**config.mk**
```make
export PLATFORM = sky130hd
export DESIGN_NAME = vcu118_clk_rst_sequencer
export DESIGN_NICKNAME = d
export VERILOG_FILES = /design/src/rtl/vcu118_clk_rst_seq_pkg.sv /design/src/rtl/cdc_sync_2ff.sv /design/src/rtl/vcu118_clk_rst_sequencer.sv
export SDC_FILE = /design/constraint.sdc
export NUM_CORES = 1
export LEC_CHECK = 0
export BUFFER_PORTS_ARGS = -buffer_cell sky130_fd_sc_hd__buf_2
export CAP_MARGIN = 15
export CORE_MARGIN = 2
export CORE_UTILIZATION = 30
export DETAILED_ROUTE_END_ITERATION = 8
export PLACE_DENSITY = 0.54
export SLEW_MARGIN = 25
export SYNTH_ARGS = -nofsm -noshare
export SYNTH_HDL_FRONTEND = slang
export SYNTH_SLANG_ARGS = --single-unit
```
**constraint.sdc**
```tcl
create_clock -name sys_clk -period 4.2 [get_ports sys_clk]
set_input_delay 0.21 -clock sys_clk [delete_from_list [all_inputs] [get_ports sys_clk]]
set_output_delay 0.21 -clock sys_clk [all_outputs]
set_load 0.005 [all_outputs]
```
**src/rtl/vcu118_clk_rst_seq_pkg.sv**
```systemverilog
// Shared types and sizing helpers for the VCU118 clock/reset sequencer.
package vcu118_clk_rst_seq_pkg;

    typedef enum logic [2:0] {
        ST_MMCM_RST    = 3'd0,
        ST_WAIT_LOCK   = 3'd1,
        ST_LOCK_STABLE = 3'd2,
        ST_IDLY_RST    = 3'd3,
        ST_WAIT_RDY    = 3'd4,
        ST_RUN         = 3'd5,
        ST_FAULT       = 3'd6
    } seq_state_e;

    localparam int unsigned LOSS_CNT_W  = 8;
    localparam int unsigned RETRY_CNT_W = 4;

    // Down-counter holds at most max_cycles-1, so clog2(max_cycles) bits suffice.
    function automatic int unsigned cnt_width(input int unsigned max_cycles);
        return (max_cycles <= 32'd2) ? 32'd1 : 32'($clog2(max_cycles));
    endfunction

endpackage

```
**src/rtl/cdc_sync_2ff.sv**
```systemverilog
// Single-bit two-flop synchronizer with asynchronous active-low reset.
module cdc_sync_2ff (
    input  logic clk,
    input  logic rst_n,
    input  logic d,
    output logic q
);

    logic meta;

    always_ff @(posedge clk or negedge rst_n) begin
        if (!rst_n) begin
            meta <= 1'b0;
            q    <= 1'b0;
        end else begin
            meta <= d;
            q    <= meta;
        end
    end

endmodule

```
**src/rtl/vcu118_clk_rst_sequencer.sv**
```systemverilog
// MMCM / IDELAYCTRL power-up and recovery sequencer running on the free-running input clock.
module vcu118_clk_rst_sequencer
    import vcu118_clk_rst_seq_pkg::*;
#(
    parameter int unsigned MMCM_RST_CYCLES     = 16,
    parameter int unsigned LOCK_STABLE_CYCLES  = 1024,
    parameter int unsigned IDELAY_RST_CYCLES   = 64,
    parameter int unsigned LOCK_TIMEOUT_CYCLES = 65535,
    parameter int unsigned RDY_TIMEOUT_CYCLES  = 4096,
    parameter int unsigned MAX_RETRIES         = 3
) (
    input  logic                  sys_clk,
    input  logic                  sys_rst_n,
    input  logic                  mmcm_locked,
    input  logic                  idelay_rdy,
    input  logic                  soft_rst_req,
    output logic                  mmcm_rst,
    output logic                  idelay_rst,
    output logic                  user_rst,
    output logic                  ready,
    output logic                  fault,
    output logic [2:0]            state_o,
    output logic [LOSS_CNT_W-1:0] lock_loss_cnt
);

    localparam int unsigned MAX_A   = (MMCM_RST_CYCLES > LOCK_STABLE_CYCLES) ? MMCM_RST_CYCLES : LOCK_STABLE_CYCLES;
    localparam int unsigned MAX_B   = (IDELAY_RST_CYCLES > LOCK_TIMEOUT_CYCLES) ? IDELAY_RST_CYCLES : LOCK_TIMEOUT_CYCLES;
    localparam int unsigned MAX_AB  = (MAX_A > MAX_B) ? MAX_A : MAX_B;
    localparam int unsigned MAX_CYC = (MAX_AB > RDY_TIMEOUT_CYCLES) ? MAX_AB : RDY_TIMEOUT_CYCLES;
    localparam int unsigned CNT_W   = cnt_width(MAX_CYC);

    logic                   locked_s;
    logic                   rdy_s;
    seq_state_e             state;
    seq_state_e             state_nxt;
    logic                   armed;
    logic [CNT_W-1:0]       cnt;
    logic [CNT_W-1:0]       cnt_nxt;
    logic [RETRY_CNT_W-1:0] retry_cnt;
    logic [RETRY_CNT_W-1:0] retry_nxt;
    logic [RETRY_CNT_W-1:0] retry_inc;
    logic [LOSS_CNT_W-1:0]  loss_nxt;
    logic                   expired;
    logic                   enter;
    logic                   timeout;

    cdc_sync_2ff u_sync_lock (.clk(sys_clk), .rst_n(sys_rst_n), .d(mmcm_locked), .q(locked_s));
    cdc_sync_2ff u_sync_rdy  (.clk(sys_clk), .rst_n(sys_rst_n), .d(idelay_rdy),  .q(rdy_s));

    // Counter load on state entry; a counted state lasts exactly N cycles.
    function automatic logic [CNT_W-1:0] load_val(input seq_state_e s);
        case (s)
            ST_MMCM_RST:    return CNT_W'(MMCM_RST_CYCLES - 1);
            ST_WAIT_LOCK:   return CNT_W'(LOCK_TIMEOUT_CYCLES - 1);
            ST_LOCK_STABLE: return CNT_W'(LOCK_STABLE_CYCLES - 1);
            ST_IDLY_RST:    return CNT_W'(IDELAY_RST_CYCLES - 1);
            ST_WAIT_RDY:    return CNT_W'(RDY_TIMEOUT_CYCLES - 1);
            default:        return '0;
        endcase
    endfunction

    assign expired   = (cnt == '0);
    assign retry_inc = retry_cnt + 1'b1;
    assign state_o   = state;

    always_comb begin
        state_nxt = state;
        cnt_nxt   = expired ? cnt : cnt - 1'b1;
        retry_nxt = retry_cnt;
        loss_nxt  = lock_loss_cnt;
        enter     = 1'b0;
        timeout   = 1'b0;

        // The reset state mirrors MMCM_RST but its counter is only loaded on the first edge.
        if (!armed) begin
            state_nxt = ST_MMCM_RST;
            enter     = 1'b1;
        end else begin
            case (state)
                ST_MMCM_RST: begin
                    if (expired) begin state_nxt = ST_WAIT_LOCK; enter = 1'b1; end
                end
                ST_WAIT_LOCK: begin
                    if (locked_s)     begin state_nxt = ST_LOCK_STABLE; enter = 1'b1; end
                    else if (expired) timeout = 1'b1;
                end
                ST_LOCK_STABLE: begin
                    if (!locked_s)    begin state_nxt = ST_MMCM_RST; enter = 1'b1; end
                    else if (expired) begin state_nxt = ST_IDLY_RST; enter = 1'b1; end
                end
                ST_IDLY_RST: begin
                    if (!locked_s)    begin state_nxt = ST_MMCM_RST; enter = 1'b1; end
                    else if (expired) begin state_nxt = ST_WAIT_RDY; enter = 1'b1; end
                end
                ST_WAIT_RDY: begin
                    if (!locked_s) begin
                        state_nxt = ST_MMCM_RST;
                        enter     = 1'b1;
                    end else if (rdy_s) begin
                        state_nxt = ST_RUN;
                        enter     = 1'b1;
                        retry_nxt = '0;
                    end else if (expired) begin
                        timeout = 1'b1;
                    end
                end
                ST_RUN: begin
                    if (!locked_s) begin
                        state_nxt = ST_MMCM_RST;
                        enter     = 1'b1;
                        if (lock_loss_cnt != '1) loss_nxt = lock_loss_cnt + 1'b1;
                    end else if (soft_rst_req) begin
                        state_nxt = ST_MMCM_RST;
                        enter     = 1'b1;
                    end
                end
                ST_FAULT: begin
                    if (soft_rst_req) begin
                        state_nxt = ST_MMCM_RST;
                        enter     = 1'b1;
                        retry_nxt = '0;
                    end
                end
                default: begin
                    state_nxt = ST_MMCM_RST;
                    enter     = 1'b1;
                end
            endcase
        end

        if (timeout) begin
            retry_nxt = retry_inc;
            state_nxt = (retry_inc == RETRY_CNT_W'(MAX_RETRIES)) ? ST_FAULT : ST_MMCM_RST;
            enter     = 1'b1;
        end

        if (enter) cnt_nxt = load_val(state_nxt);
    end

    // State, counters and outputs decoded from the next state so they switch together.
    always_ff @(posedge sys_clk or negedge sys_rst_n) begin
        if (!sys_rst_n) begin
            state         <= ST_MMCM_RST;
            armed         <= 1'b0;
            cnt           <= '0;
            retry_cnt     <= '0;
            lock_loss_cnt <= '0;
            mmcm_rst      <= 1'b1;
            idelay_rst    <= 1'b1;
            user_rst      <= 1'b1;
            ready         <= 1'b0;
            fault         <= 1'b0;
        end else begin
            state         <= state_nxt;
            armed         <= 1'b1;
            cnt           <= cnt_nxt;
            retry_cnt     <= retry_nxt;
            lock_loss_cnt <= loss_nxt;
            mmcm_rst      <= (state_nxt == ST_MMCM_RST) || (state_nxt == ST_FAULT);
            idelay_rst    <= (state_nxt != ST_WAIT_RDY) && (state_nxt != ST_RUN);
            user_rst      <= (state_nxt != ST_RUN);
            ready         <= (state_nxt == ST_RUN);
            fault         <= (state_nxt == ST_FAULT);
        end
    end

endmodule
```
# Word level (Yosys, flattened, before mapping)
# Index checks and enable logic that the tools add are counted.
# totals
reg_bits,41
inputBits,5
out_inout_bits,16
word_cells,86
# classes
n_addsub,3
n_eq_ne,20
n_mux,38
bitwise,1
n_reduce_logical,10
# ops
cell,n
one-hot mux 16 bit (5 select lines),1
two-way mux 3 bit,13
two-way mux 16 bit,2
one-hot mux 3 bit (7 select lines),1
two-way mux 4 bit,5
== test 3 bit (second input constant),6
zero test 16 bit,1
subtractor 16 x 1 -> 16 bit (second input constant),1
two-way mux 1 bit,13
== test 3 x 2 -> 1 bit (second input constant),4
inequality test 3 bit (second input constant),3
adder 8 x 1 -> 8 bit (second input constant),1
inequality test 8 bit (second input constant),1
one-hot mux 4 bit (2 select lines),1
== test 3 x 1 -> 1 bit (second input constant),2
zero test 3 bit,2
inequality test 3 x 2 -> 1 bit (second input constant),2
one-hot mux 1 bit (6 select lines),1
AND reduction 5 bit,1
adder 4 x 1 -> 4 bit (second input constant),1
== test 4 x 2 -> 1 bit (second input constant),1
AND reduction 4 bit,1
nonzero test 3 bit,1
inequality test 2 x 1 -> 1 bit (second input constant),1
6 further kinds,6

# Depth between registers and ports, before layout
# logic_depth
word_depth,10
ltp_mapped,10
depth_no_buf,9

# Modules after synthesis
# From an unflattened synthesis, not the netlist that was laid out.
# unflattened
cells_unflattened,235
area_unflattened_um2,2292.2
# by_module_without_submodules
mod,n_inst,cells_per_inst,area_per_inst_um2,seq_area_each_um2
vcu118_clk_rst_sequencer,1,231,2192.1,929.6
cdc_sync_2ff,2,2,50.0,50.0

# Worst setup path after synthesis
# No wires, ideal clock.
# synth_timing
path_type,reg2reg
from,register cnt[0]
to,register cnt[6]
setup_ns,0.087
arrival_ns,2.172
t_required_ns,4.113
slack_ns,1.942
stages_incl_launch_ff,10
n_path_buf,0
period_less_slack_ns,2.258
cell_sequence,dfrtp_1 inv_1 ha_1 nor3b_2 nand4_1 o21ai_2 o21a_2 inv_4 or4_4 o211ai_1
# synth_via
elab_chain_cells,10
word_cells_on_any_way,29
cone_classes,add/sub: 1; eq/ne: 5; mux: 21; reduce/logical: 2
# synth_rtl
element,line,source
from (decl),vcu118_clk_rst_sequencer.sv:37,logic [CNT_W-1:0] cnt;
from (signal assigned),vcu118_clk_rst_sequencer.sv:156,cnt <= cnt_nxt;
zero test 16 bit *,vcu118_clk_rst_sequencer.sv:62,assign expired = (cnt == '0);
two-way mux 1 bit,"vcu118_clk_rst_sequencer.sv:85, vcu118_clk_rst_sequencer.sv:103",
two-way mux 1 bit,vcu118_clk_rst_sequencer.sv:99,end else if (rdy_s) begin
two-way mux 1 bit,vcu118_clk_rst_sequencer.sv:96,if (!locked_s) begin
one-hot mux 1 bit (2 select lines),vcu118_clk_rst_sequencer.sv:79,case (state)
two-way mux 1 bit,vcu118_clk_rst_sequencer.sv:75,if (!armed) begin
two-way mux 3 bit *,vcu118_clk_rst_sequencer.sv:131,if (timeout) begin
net state_nxt[2],vcu118_clk_rst_sequencer.sv:35,seq_state_e state_nxt;
"== test 3 bit, or another cell as far along",vcu118_clk_rst_sequencer.sv:52,case (s)
one-hot mux 16 bit (5 select lines) *,vcu118_clk_rst_sequencer.sv:52,
two-way mux 16 bit *,vcu118_clk_rst_sequencer.sv:137,if (enter) cnt_nxt = load_val(state_nxt);
# The timed path passes the listed nets; every way through them passes the cells marked *. The select of a mux whose other input is x is not followed.
# A chain may end at the register's enable or synchronous reset.

# Worst setup path in the final report
# layout_timing
from,register cnt[0]
to,register cnt[9]
# Same word-level chain as after synthesis.

==> metrics.cfg <==
[status]
outcome=complete, no violations

[synthesis]
synth-main-ff-cell=dfrtp_1
synth_edf_count=0
yosysSeqAreaShare=0.462
ys_async_sr_fraction=1.00
syn_area_per_cell_um2=10.1
netlist_instances=221
synth_top_area_share=0.427
ys_ff_latch=41
synth_top_area_cell=dfrtp_1
synth_fp_nets=230
synth_commonest_cells=38 x dfrtp_1, 17 x xnor2_1, 16 x nand2_1, 16 x nor2_1, 13 x o21ai_0
synthTopCellsByArea=dfrtp_1 43%, xnor2_1 6.7%, dfstp_2 3.5%
yosysMostFrequentCell=dfrtp_1
syn-cell-area_mm2=0.00223
yosys_warnings=0
synth.distinct_cells=63

[layout]
nFillCells=777
syn2layout_area_growth_pct=14.1
nets=252
diodes=0
drive_gt1_frac=0.184

[sta]
maxSlewHeadroom=0.561
worstMarginPinSlew_ns=0.654
rsz0062_at_grt=false
clock-skew-final_ns=0.00749
finalCritPeriodShare=0.644
tns_ns=0
period_minus_slack_ns=2.70
setup-violations-final=0
max_freq_ghz=0.370
maxSlewViolCount=0
finalHoldViolCount=0

[placement]
dp_hpwl_mm=3.31
io_buffers=20
gp_congestion=0.752

[grt]
antenna_found_initial=0
met3_usage=0.0176
grt_max_degree=42
overflow=0
grt_pass1_vias=1662
grt_pass1_wl_mm=7.78
grt_usage=0.116
gr-usage-met2=0.192
gr-usage-met1=0.153
grt-busiest-layer=met2

[clock_network]
clk_pin_slew_ns=0.08
numCtsBuffers=5
cts-root-buf=clkbuf_8
cts_tree=done
clk_latency_ns=0.29
htreeDepth=2
clock_sinks=41
post_cts_buffers=0
cts_buffer_depth=2

[die]
fp.dieW_um=90.2
start_util=0.309
die_height_um=90.2
die_area_mm2=0.00813
row_count=31
io_pins=21
core_mm2=0.00721

[power_and_ir_drop]
powerDensity_mw_per_mm2=313
power_mw=0.796
p_leak_nw=1.11
ir_worst_vdd_uv=222

[detailed_routing]
wire_per_inst_um=13.1
final_antenna_net_count=0
dr.pass1.iters=4
drtIter0Drc=74
via_per_inst=5.01
routed_wl_mm=4.50
remaining_drc_errors=0
num_vias=1719

[job]
cap_viol_max_count=0

[hold_path]
min_path_cells=1
hp-class=primary input to flop

[critical_path]
worstPathRequired_ns=4.36
critPathKind=flop to flop
critPathMaxFanout=6
cp-start-kind=flop
cp.arrival_ns=2.87
end_kind=flop
r2r.worst_path.cells=9

==> power by group <==
| part | internal [mW] | total [mW] | switching [mW] |
|---|---|---|---|
| Combinational | 0.0210 | 0.0524 | 0.0313 |
| Clock | 0.194 | 0.327 | 0.133 |
| Sequential | 0.404 | 0.417 | 0.0124 |
==> flip-flops by register name, indices dropped and copies added (netlist names) <==
name	cells
cnt	16
lock_loss_cnt	8
retry_cnt	4
state_o	3
armed	1
fault	1
idelay_rst	1
mmcm_rst	1
ready	1
u_sync_lock.meta	1
u_sync_lock.q	1
u_sync_rdy.meta	1
u_sync_rdy.q	1
user_rst	1
==> through the flow <==
stage	cell area [µm²]	std cells	hold slack, ns	util	setup slack (ns)
after floorplan	2230	221	-0.0856	-	1.94
after global placement	2410	334	0.320	0.335	1.56
after detailed placement	2410	334	0.319	0.335	1.55
after CTS	2530	342	0.0129	0.351	1.51
after global routing	2540	343	0.0165	0.352	1.30
final	2540	343	0.0213	0.352	1.50
==> final timing paths <==
| check | start | to | slack, ns |
|---|---|---|---|
| min in group asynchronous | sys_rst_n | cnt[8]$_DFFE_PN0P_ | 0.43 |
| max reg2reg | cnt[0]$_DFFE_PN0P_ | cnt[9]$_DFFE_PN0P_ | 1.50 |
| min reg2reg | u_sync_lock.meta$_DFF_PN0_ | u_sync_lock.q$_DFF_PN0_ | 0.35 |
| max in group asynchronous | sys_rst_n | idelay_rst$_DFF_PN1_ | 3.41 |
| max | cnt[0]$_DFFE_PN0P_ | cnt[9]$_DFFE_PN0P_ | 1.50 |
| min | idelay_rdy | u_sync_rdy.meta$_DFF_PN0_ | 0.02 |
==> placed cells by master (no fill, tap or decap), types with 8 or more instances in the layout <==
cell type  synthesis  layout
nor3_1             8       8
inv_1              9       9
xnor2_1           17      17
buf_2              1      19
a21oi_1            9       9
nor2_1            16      16
o21ai_0           13      13
nand2_1           16      16
dfrtp_1           38      38
==> metal layers <==
metal / vias up / wire length (µm)
met5: - / 0
met4: 0 / 69
met1: 842 / 2230
met2: 26 / 2070
met3: 5 / 128
li1: 846 / -
==> layout make-up <==
class                   instances  area, µm²  share of cell area
repair buffers                 21        113              0.0443
multi-input cells             164       1120               0.440
clock buffers                   7       86.3              0.0340
flip-flops and latches         41       1030               0.405
well taps                      99        124              0.0487
inverters                      10       40.0              0.0157
clock inverters                 1       30.0              0.0118
==> what timing repair did <==
action / CTS / global route
endpoints found under the hold margin: 0 / 38
resized for setup: 0 / 0
hold buffers: 0 / 1
==> kinds of logic after synthesis <==
kind of cell	after synthesis	synth area share
compound gates	53	0.161
fa+ha+maj	4	0.0225
buf+inv	16	0.0354
mux	2	0.00955
xor+xnor	22	0.0865
flops	41	0.462
other cells	1	0.00168
simple gates	82	0.221
==> worst max-delay path, cell delays in order (launching register included) <==
cell	delay, ns
dfrtp_1	0.38
inv_1	0.10
ha_1	0.20
nor3b_2	0.30
nand4_1	0.33
o21ai_2	0.31
o21ai_1	0.22
or3_4	0.46
o211ai_2	0.16
o211ai_1	0.14
No activity file was read; power rests on OpenSTA's default activity.
